<file path="config.mk">
export PLATFORM = sky130hd
export DESIGN_NAME = branch_ctrl
export DESIGN_NICKNAME = d
export VERILOG_FILES = /design/src/rtl/branch_ctrl.sv
export SDC_FILE = /design/constraint.sdc
export NUM_CORES = 1
export LEC_CHECK = 0
export CAP_MARGIN = 20
export CORE_ASPECT_RATIO = 0.6
export CORE_MARGIN = 4
export CORE_UTILIZATION = 45
export DETAILED_ROUTE_END_ITERATION = 8
export PLACE_DENSITY_LB_ADDON = 0.2
export SLEW_MARGIN = 20
export SYNTH_ARGS = -nofsm -noshare
export SYNTH_HDL_FRONTEND = slang
export SYNTH_SLANG_ARGS = --single-unit
</file>
<file path="constraint.sdc">
create_clock -name clk -period 6.7 [get_ports clk]
set_clock_uncertainty 0.1 [all_clocks]
set_input_delay 0.67 -clock clk [delete_from_list [all_inputs] [get_ports clk]]
set_output_delay 0.67 -clock clk [all_outputs]
set_load 0.01 [all_outputs]
</file>
<file path="src/rtl/branch_ctrl.sv">
// branch_ctrl -- RISC-V conditional branch evaluator with a 3-state
// request/response FSM (IDLE -> EVAL -> RESP).
//
// Ports:
//   clk, rst                  clock, asynchronous active-low reset
//   req_valid / req_ready     request handshake (ready only in IDLE)
//   funct3                    branch type (BEQ/BNE/BLT/BGE/BLTU/BGEU)
//   rs1_data, rs2_data        compare operands
//   pc, imm                   branch PC and sign-extended offset
//   resp_valid / resp_ready   response handshake (valid only in RESP)
//   taken, target, illegal    result, held until the next result
//   br_count, taken_count     saturating statistics counters
//
// Optional feature: define BRANCH_CTRL_STATS_EN to add the statistics
// counters and their ports.
module branch_ctrl #(
  parameter int XLEN  = 32,
  parameter int CNT_W = 16
) (
  input  logic             clk,
  input  logic             rst,
  input  logic             req_valid,
  output logic             req_ready,
  input  logic [2:0]       funct3,
  input  logic [XLEN-1:0]  rs1_data,
  input  logic [XLEN-1:0]  rs2_data,
  input  logic [XLEN-1:0]  pc,
  input  logic [XLEN-1:0]  imm,
  output logic             resp_valid,
  input  logic             resp_ready,
  output logic             taken,
  output logic [XLEN-1:0]  target,
  output logic             illegal
`ifdef BRANCH_CTRL_STATS_EN
  ,
  output logic [CNT_W-1:0] br_count,
  output logic [CNT_W-1:0] taken_count
`endif
);

  typedef enum logic [1:0] {IDLE, EVAL, RESP} state_e;

  state_e          state_q;
  logic [2:0]      f3_q;
  logic [XLEN-1:0] rs1_q, rs2_q, pc_q, imm_q;
  logic            taken_q, illegal_q;
  logic [XLEN-1:0] target_q;

  logic            taken_d, illegal_d;
  logic [XLEN-1:0] target_d;
  logic            eq, lts, ltu;

  // Evaluation works only on captured operands, so the request bus is
  // free to change once the request has been accepted.
  always_comb begin
    eq        = (rs1_q == rs2_q);
    lts       = ($signed(rs1_q) < $signed(rs2_q));
    ltu       = (rs1_q < rs2_q);
    taken_d   = 1'b0;
    illegal_d = 1'b0;
    case (f3_q)
      3'b000:  taken_d = eq;
      3'b001:  taken_d = !eq;
      3'b100:  taken_d = lts;
      3'b101:  taken_d = !lts;
      3'b110:  taken_d = ltu;
      3'b111:  taken_d = !ltu;
      default: illegal_d = 1'b1;
    endcase
    // Both sums wrap modulo 2^XLEN.
    target_d = taken_d ? (pc_q + imm_q) : (pc_q + XLEN'(4));
  end

  always_ff @(posedge clk or negedge rst) begin
    if (!rst) begin
      state_q   <= IDLE;
      f3_q      <= '0;
      rs1_q     <= '0;
      rs2_q     <= '0;
      pc_q      <= '0;
      imm_q     <= '0;
      taken_q   <= 1'b0;
      illegal_q <= 1'b0;
      target_q  <= '0;
    end else begin
      case (state_q)
        IDLE: if (req_valid) begin
          f3_q    <= funct3;
          rs1_q   <= rs1_data;
          rs2_q   <= rs2_data;
          pc_q    <= pc;
          imm_q   <= imm;
          state_q <= EVAL;
        end
        EVAL: begin
          taken_q   <= taken_d;
          illegal_q <= illegal_d;
          target_q  <= target_d;
          state_q   <= RESP;
        end
        RESP: if (resp_ready) state_q <= IDLE;
        default: state_q <= IDLE;
      endcase
    end
  end

  assign req_ready  = (state_q == IDLE);
  assign resp_valid = (state_q == RESP);
  assign taken      = taken_q;
  assign target     = target_q;
  assign illegal    = illegal_q;

`ifdef BRANCH_CTRL_STATS_EN
  logic [CNT_W-1:0] br_cnt_q, tk_cnt_q;
  logic             resp_hs;

  assign resp_hs = (state_q == RESP) && resp_ready;

  // Counters stick at all-ones rather than wrapping.
  always_ff @(posedge clk or negedge rst) begin
    if (!rst) begin
      br_cnt_q <= '0;
      tk_cnt_q <= '0;
    end else if (resp_hs) begin
      if (br_cnt_q != '1) br_cnt_q <= br_cnt_q + {{(CNT_W-1){1'b0}}, 1'b1};
      if (taken_q && (tk_cnt_q != '1))
        tk_cnt_q <= tk_cnt_q + {{(CNT_W-1){1'b0}}, 1'b1};
    end
  end

  assign br_count    = br_cnt_q;
  assign taken_count = tk_cnt_q;
`endif

endmodule

</file>
## After elaboration in Yosys (flattened, before gate mapping)

Index checks and enable logic that the tools add are counted.

| storage, ports and cells | value |
|---|---|
| output and inout port bits | 36 |
| input bits | 135 |
| register bits after elaboration | 167 |
| word-level logic and storage cells | 37 |

| cells by class | value |
|---|---|
| $add $sub $neg | 2 |
| eq/ne operators | 10 |
| magnitude comparators | 2 |
| muxes and demuxes | 6 |
| reduce and logical (&&, ||, !) cells | 8 |

Operators with widths:

| operator | number |
|---|---|
| < comparator 32 bit | 2 |
| adder 32 x 3 -> 32 bit (second input constant) | 1 |
| adder 32 bit | 1 |
| == test 32 bit | 1 |
| two-way mux 32 bit | 1 |
| == test 3 bit (second input constant) | 4 |
| one-hot mux 1 bit (6 select lines) | 1 |
| one-hot mux 2 bit (3 select lines) | 1 |
| OR reduction 6 bit | 1 |
| two-way mux 2 bit | 2 |
| AND reduction 2 bit | 2 |
| == test 3 x 1 -> 1 bit (second input constant) | 1 |
| zero test 1 bit | 3 |
| zero test 3 bit | 1 |
| == test 2 x 1 -> 1 bit (second input constant) | 1 |
| == test 2 bit (second input constant) | 1 |
| zero test 2 bit | 1 |
| != test 2 x 1 -> 1 bit (second input constant) | 1 |
| != test 2 bit (second input constant) | 1 |
| two-way mux 1 bit | 1 |

## Longest topological paths before layout

Gate-level depths: netlist (run 1).

| logic depth | value |
|---|---|
| word-level depth | 4 |
| gate-level depth with buffers | 13 |
| gate-level depth less buffers | 12 |

## Worst setup path after synthesis (run 1)

OpenSTA, ideal clock, no wires.

| path | value |
|---|---|
| path kind | reg2reg |
| start point | reg rs1_q[9] |
| end point | reg target_q[25] (netlist: target[25]) |
| buffers on the path | 0 |
| stages on the path, launching flop included | 11 |
| library setup time | 0.124 ns |
| period minus slack after synthesis | 2.869 ns |
| required time | 6.476 ns |
| data arrival time | 2.645 ns |
| path slack | 3.831 ns |
| cells stage by stage | dfrtp_1 > ha_1 > a21o_1 > nand3_1 > a21oi_1 > o41a_1 > or4_4 > a31oi_4 > or2b_2 > a31oi_1 > a211o_1 |

| between the ends | value |
|---|---|
| longest elaborated chain between the ends | 4 |
| elaborated cells between the ends (all ways) | 8 |
| those cells by class | 2 x order compare; 1 x eq/ne; 2 x mux; 3 x reduce/logical |

RTL lines:

| item | RTL line | source |
|---|---|---|
| start, declared | 45 | `logic [XLEN-1:0] rs1_q, rs2_q, pc_q, imm_q;` |
| start signal, assigned | 89 | `rs1_q <= rs1_data;` |
| < comparator 32 bit, or another cell as far along | 58 | `ltu = (rs1_q < rs2_q);` |
| zero test 1 bit (on tied branches) | 67, 63, 65 |  |
| one-hot mux 1 bit (6 select lines) (*) | 61 | `case (f3_q)` |
| two-way mux 32 bit (*) | 71 | `target_d = taken_d ? (pc_q + imm_q) : (pc_q + XLEN'(4));` |
| end signal, assigned | 98 | `target_q <= target_d;` |
| end, declared | 47 | `logic [XLEN-1:0] target_q;` |

Mark *: on every way between the ends. The rest lies on a longest branch, timed or not.
A chain may end at the register's enable or synchronous reset.

## Worst setup path after layout (run 1)

| path | value |
|---|---|
| start point | reg rs1_q[7] |
| end point | reg target_q[2] (netlist: target[2]) |

The elaborated chain is that of the path after synthesis.

==> qor.txt, run 1 <==
Status - finished, final reports clean
Wire per inst - 17.0 microns
Int Power - 3870 uW
Data required, critical path - 6.95 ns
Synth Cell Area - 0.00940 sq mm
Nets@finish - 1291
Via/cell ratio - 5.27
Syn Area/Cell - 10.1 sq um
CP max-delay cell - a31oi_4
CP Class - flop to flop
Dominant synthesized flop cell - dfrtp_1
Top-count cell post-synth - dfrtp_1
R2R Setup Slk - 2.89 ns
Synth Instances - 935
FF+latch count, synth - 167
Compound-Gate Fraction of Synth Area - 12.7%
Total global routing overflow - 0
# DRC - 0
CP Capture Type - flop
Clock sink count - 167
Dpl hpwl - 17300 microns
Final Max Tran Viols - 0
Detail Route Antenna Nets - 0
# IOs - 171
F_max - 263 MHz
Clock share of power - 14.6%
Sequential Power Share - 28.3%
Ant. Diodes - 0
Worst hold slack - 0.218 ns
Clock root buffer - clkbuf_16
Xor/xnor share of the synthesized area - 5.12%
Synth area leaders - dfrtp_1 (44%), mux2_2 (12%), ha_1 (8.5%), nand2_1 (4.3%), o21ai_0 (4.0%)
Adder-cell share of the synthesized area - 8.73%
Hold Crit Class - input port to asynchronous set/reset pin
Synth Area in Simple Gates - 12.3%
Largest family of logic cells by synthesized area - multiplexers
DRT iter0 DRCs - 407
RSZ-0062 raised after global routing - no
P_sw - 2830 uW
Skew-Pair Late Insertion Delay - 0.43 ns
Die span in x - 195 microns
Post-synth top area share - 44.5%
Largest net degree at the start of global routing - 91
Fin crit share - 56.8%
Number of synthesized flops with an enable pin - 0
# hold bufs at CTS - 0
Critical path, cell by cell - ha_1 -> a21oi_1 -> o21a_1 -> nor3_1 -> o41a_1 -> or4_4 -> a31oi_4 -> buf_4 -> mux2_2 -> o21ai_0
Relative slew slack - 39.9%
Worst-path clk slew - 0.06 ns
Initial Util - 46.4%
H-tree Lvls - 4
Mapped Nets - 1135
Setup TNS - 0 ns
Critical Path Start Type - flop
Area Overhead vs Synth - 26.9%
First-pass GRT wire length - 38400 microns
Crit path largest cell delay - 0.59 ns
CORE AREA - 0.0203 sq mm
Comb power frac - 57.1%
Async S/R FF share, synth - 100%
Bufs on Longest Clock Path - 2
Critical Path AT - 4.05 ns
Net Sw Frac - 42.3%
Final WL - 23400 microns
# rows - 40
Hold Fails Final Rpt - 0
Die Y - 120 microns
CTS tree - yes
VDD IR max - 0.000295 V
Setup violation total in the final timing report - 0
Via count - 7254
Post-CTS setup buffers - 0
Post-cts repair resize count - 0
Synth area leader - dfrtp_1
Synthesis Warnings - 0
PD cells - 562 mW/mm^2
Synth unique cells - 50
Number of port buffers - 170
Global placement routability congestion - 0.885
Max cap viols - 0
GRT Overall Usage - 20.5%
Sequential share of the synthesized area - 44.5%
Crit path time final - 3.81 ns
Number of global-route vias before repair - 7233
Fraction of layout cells with a size suffix above 1 - 12.8%
Die area - 0.0233 sq mm
Initial antenna violation count - 1
Leakage power - 0.00517 uW
CTS buffer count - 17
Total iterations of the first detailed-routing run - 5
Critical Path Fanout Max - 35
Synth cell count leaders - dfrtp_1 (167), nand2_1 (108), mux2_2 (96)
Portion of netlist area occupied by mux cells - 12.8%
Worst Tran Pin Value - 0.901 ns
==> worst max-delay path: cells and delay by family (launching register included) <==
family                     cells  cell delay (ns)
AOI/OAI and AO/OA              5             1.46
adders and majority gates      1             0.31
buffers and inverters          1             0.46
DFF                            1             0.39
muxes                          1             0.37
and+or+nand+nor                2             0.61
==> flip-flops by register name, summed over array words and instances (netlist names) <==
name / count
imm_q: 32
pc_q: 32
rs1_q: 32
rs2_q: 32
target: 32
f3_q: 3
state_q: 2
illegal: 1
taken: 1
==> metrics by stage <==
stage / std cells / utilization [%] / total power (uW) / instance area (sq um) / worst slack, ns
after floorplan: 935 / - / 4660 / 9400 / 3.83
after global placement: 1344 / 55.8 / 5640 / 11300 / 2.91
after detailed placement: 1344 / 55.8 / 5700 / 11300 / 2.85
after CTS: 1376 / 58.7 / 6730 / 11900 / 2.84
after global routing: 1377 / 58.8 / 7310 / 11900 / 2.70
final: 1377 / 58.8 / 6700 / 11900 / 2.89
==> power groups by stage <==
stage          Sequential, uW  Combinational, uW  Clock (uW)
6_report                 1890               3830         980
5_1_grt                  1960               4300        1050
4_1_cts                  1900               3830        1010
3_5_place_dp             1910               3790           0
3_3_place_gp             1890               3750           0
2_1_floorplan            1830               2840           0
==> cells by family after synthesis <==
| kind of cell | after synthesis |
|---|---|
| muxes | 108 |
| xor gates and xnor gates | 55 |
| buffers and inverters | 89 |
| AOI/OAI and AO/OA | 204 |
| adders and majority gates | 65 |
| and+or+nand+nor | 247 |
| DFF | 167 |
==> layer usage <==
metal | vias up | routed length, microns | track usage (%)
met1 | 3459 | 12400 | 32.0
met3 | 18 | 1380 | 5.36
met2 | 178 | 9410 | 28.0
li1 | 3597 | - | -
met5 | - | 13 | 0
met4 | 2 | 248 | 4.78
==> path summary, 6_finish.rpt <==
kind,from,end,depth (start not counted)
setup / recovery,rs1_q[7],target[2],10
hold / removal,rst,rs1_q[8],1
setup reg to reg,rs1_q[7],target[2],10
hold reg to reg,target[16],target[16],2
max in group asynchronous,rst,target[0],3
min in group clk,target[16],target[16],2
==> cell type report <==
class / instances / area [sq um]
clock buffer: 24 / 492
multi-input combinational: 679 / 4860
fill: 1741 / 8340
clock inverter: 8 / 95.1
tap: 273 / 342
timing repair buffer: 177 / 1780
sequential: 167 / 4180
inverter: 49 / 184
==> cells in the final DEF, fill, tap and decap left out, drive strengths merged, types with 3 or more instances in the layout <==
| master | n |
|---|---|
| clkdlybuf4s50 | 169 |
| dfrtp | 167 |
| nand2 | 108 |
| mux2 | 96 |
| o21ai | 86 |
| ha | 64 |
| a21oi | 57 |
| inv | 49 |
| nor2 | 39 |
| xnor2 | 31 |
| nand3 | 25 |
| xor2 | 24 |
| clkbuf | 24 |
| nand4 | 17 |
| and3 | 15 |
| mux2i | 12 |
| a21o | 11 |
| nor3 | 10 |
| a31oi | 9 |
| o21a | 8 |
| buf | 8 |
| and2 | 7 |
| o211ai | 6 |
| o31a | 5 |
| nand2b | 5 |
| nor2b | 4 |
| nor4 | 4 |
| a211oi | 4 |
| clkinv | 4 |
| o31ai | 3 |
| and4 | 3 |
| or3 | 3 |
| o21bai | 3 |
| a2111oi | 3 |
No activity file was read; power rests on OpenSTA's default activity.
==> run 2: changes to the inputs <==
==> constraint.sdc (replaced) <==
create_clock -name clk -period 3.2 [get_ports clk]
set_clock_uncertainty 0.1 [all_clocks]
set_input_delay 0.32 -clock clk [delete_from_list [all_inputs] [get_ports clk]]
set_output_delay 0.32 -clock clk [all_outputs]
set_load 0.01 [all_outputs]
==> qor.txt, run 2 (same netlist as run 1, synthesis figures left out) <==
Status - finished, final reports clean
CP max-delay cell - o41a_1
Worst setup margin - 0.0726 ns
Commonest non-fill, non-tap cell in the layout - clkdlybuf4s50_1
Final WL - 24300 microns
Sequential Power Share - 26.1%
Worst-path clk slew - 0.07 ns
R2R Setup Slk - 0.07 ns
Filler cells - 1741
Max cap viols - 0
Skew-Pair Late Insertion Delay - 0.44 ns
Worst slack at placement - 0.0662 ns
CP Class - flop to flop
Critical Path Fanout Max - 5
Hold Crit Class - input port to flop
H-tree Lvls - 4
CTS buffer count - 17
CP Capture Type - flop
Via count - 7456
Net Sw Frac - 42.2%
F_max - 320 MHz
P_sw - 6340 uW
CORE AREA - 0.0203 sq mm
Initial antenna violation count - 0
Worst Tran Pin Value - 0.779 ns
Total power draw - 15000 uW
Setup violation total in the final timing report - 0
CTS tree - yes
# IOs - 171
Clock root buffer - clkbuf_16
Fin cells - 1409
Total global routing overflow - 0
Global placement routability congestion - 0.920
Most frequent cells in the layout - clkdlybuf4s50_1 (169), dfrtp_1 (167), nand2_1 (108)
Top Family by Delay on Critical Path - compound AO/OA/AOI/OAI gates
PD cells - 1220 mW/mm^2
Die span in x - 195 microns
Relative slew slack - 48.1%
# DRC - 0
Detail Route Antenna Nets - 0
Dpl hpwl - 18200 microns
Clock share of power - 13.8%
Ant. Diodes - 0
Final Max Tran Viols - 0
Comb power frac - 60.1%
Critical path, cell by cell - ha_1 -> nand4_1 -> nor4_2 -> a21boi_1 -> o41a_1 -> or4_4 -> a31oi_4 -> buf_12 -> or2b_4 -> a31oi_1 -> a211o_1
# rows - 40
Nets@finish - 1323
Initial Util - 46.4%
Number of global-route vias before repair - 7282
Data required, critical path - 3.42 ns
Area of the multi-input gates - 0.00491 sq mm
Area Overhead vs Synth - 31.1%
Critical Path Start Type - flop
Critical Path AT - 3.35 ns
Fraction of layout cells with a size suffix above 1 - 16.2%
Largest net degree at the start of global routing - 80
Crit path largest cell delay - 0.48 ns
Final instance area - 0.0123 sq mm
Sequential Area - 0.00418 sq mm
GRT Overall Usage - 20.9%
Wire per inst - 17.3 microns
DRT iter0 DRCs - 393
Fin crit share - 97.7%
Die area - 0.0233 sq mm
VDD IR max - 0.000606 V
Cell count after placement - 1373
Hold Fails Final Rpt - 0
CP bufs+invs - 1
Bufs on Longest Clock Path - 2
Number of port buffers - 170
Clock sink count - 167
Crit path time final - 3.13 ns
Int Power - 8670 uW
Via/cell ratio - 5.29
Total iterations of the first detailed-routing run - 4
Post-DP Area - 0.0116 sq mm
First-pass GRT wire length - 39100 microns
Die Y - 120 microns
Leakage power - 0.00537 uW
run 2: final timing paths:
kind / from / end / depth (start not counted)
worst max-delay path: rs1_q[13] / target[25] / 11
worst min-delay path: rs2_data[16] / rs2_q[16] / 3
worst max register to register: rs1_q[13] / target[25] / 11
worst min register to register: target[16] / target[16] / 2
max in group asynchronous: rst / target[29] / 3
min in group asynchronous: rst / rs2_q[8] / 2
run 2: worst reg2reg max path, delay by kind of cell, from the launching register on:
family / cells / cell delay [ns]
buffers and inverters: 1 / 0.16
adder cells (fa/ha/maj): 1 / 0.32
flip-flops: 1 / 0.40
AO/OA/AOI/OAI: 5 / 1.15
AND/OR/NAND/NOR: 4 / 0.88
run 2: power by group through the flow:
| stage | logic, uW | registers (uW) | clock network, uW |
|---|---|---|---|
| finish | 9030 | 3920 | 2070 |
| global route | 10100 | 4050 | 2210 |
| CTS | 8590 | 3910 | 2110 |
| floorplan | 5940 | 3830 | 0 |
| global placement | 8410 | 3900 | 0 |
| detailed placement | 8520 | 3940 | 0 |
run 2: layout make-up:
cell class / instances / share of cell area [%]
tap: 273 / 2.77
multi-input combinational: 679 / 39.9
timing repair buffer: 209 / 17.2
sequential: 167 / 33.9
clock buffer: 17 / 3.45
clock inverter: 15 / 1.28
inverter: 49 / 1.49
run 2: metal layers:
layer / GRT usage, % / share of wire [%] / vias to the layer above / wire length, microns
met2: 28.3 / 40 / 175 / 9740
met1: 32.5 / 52 / 3575 / 12800
met5: 0 / 0 / - / 0
met4: 5.36 / 1.5 / 0 / 374
met3: 5.86 / 6.0 / 26 / 1470
li1: - / - / 3680 / -
run 2: through the flow:
step / util, % / setup TNS, ns / hold slack (ns)
after CTS: 60.2 / 0 / 0.320
after global placement: 57.2 / 0 / 0.307
after floorplan: - / 0 / -0.0756
after global routing: 60.8 / -0.258 / 0.331
final: 60.8 / 0 / 0.335
after detailed placement: 57.2 / 0 / 0.307
run 2: what timing repair did:
item	CTS	global route
endpoints found under the hold margin	76	0
buffers inserted	0	1
resized for setup	0	19
hold buffers	1	0
endpoints found under the setup margin	0	29
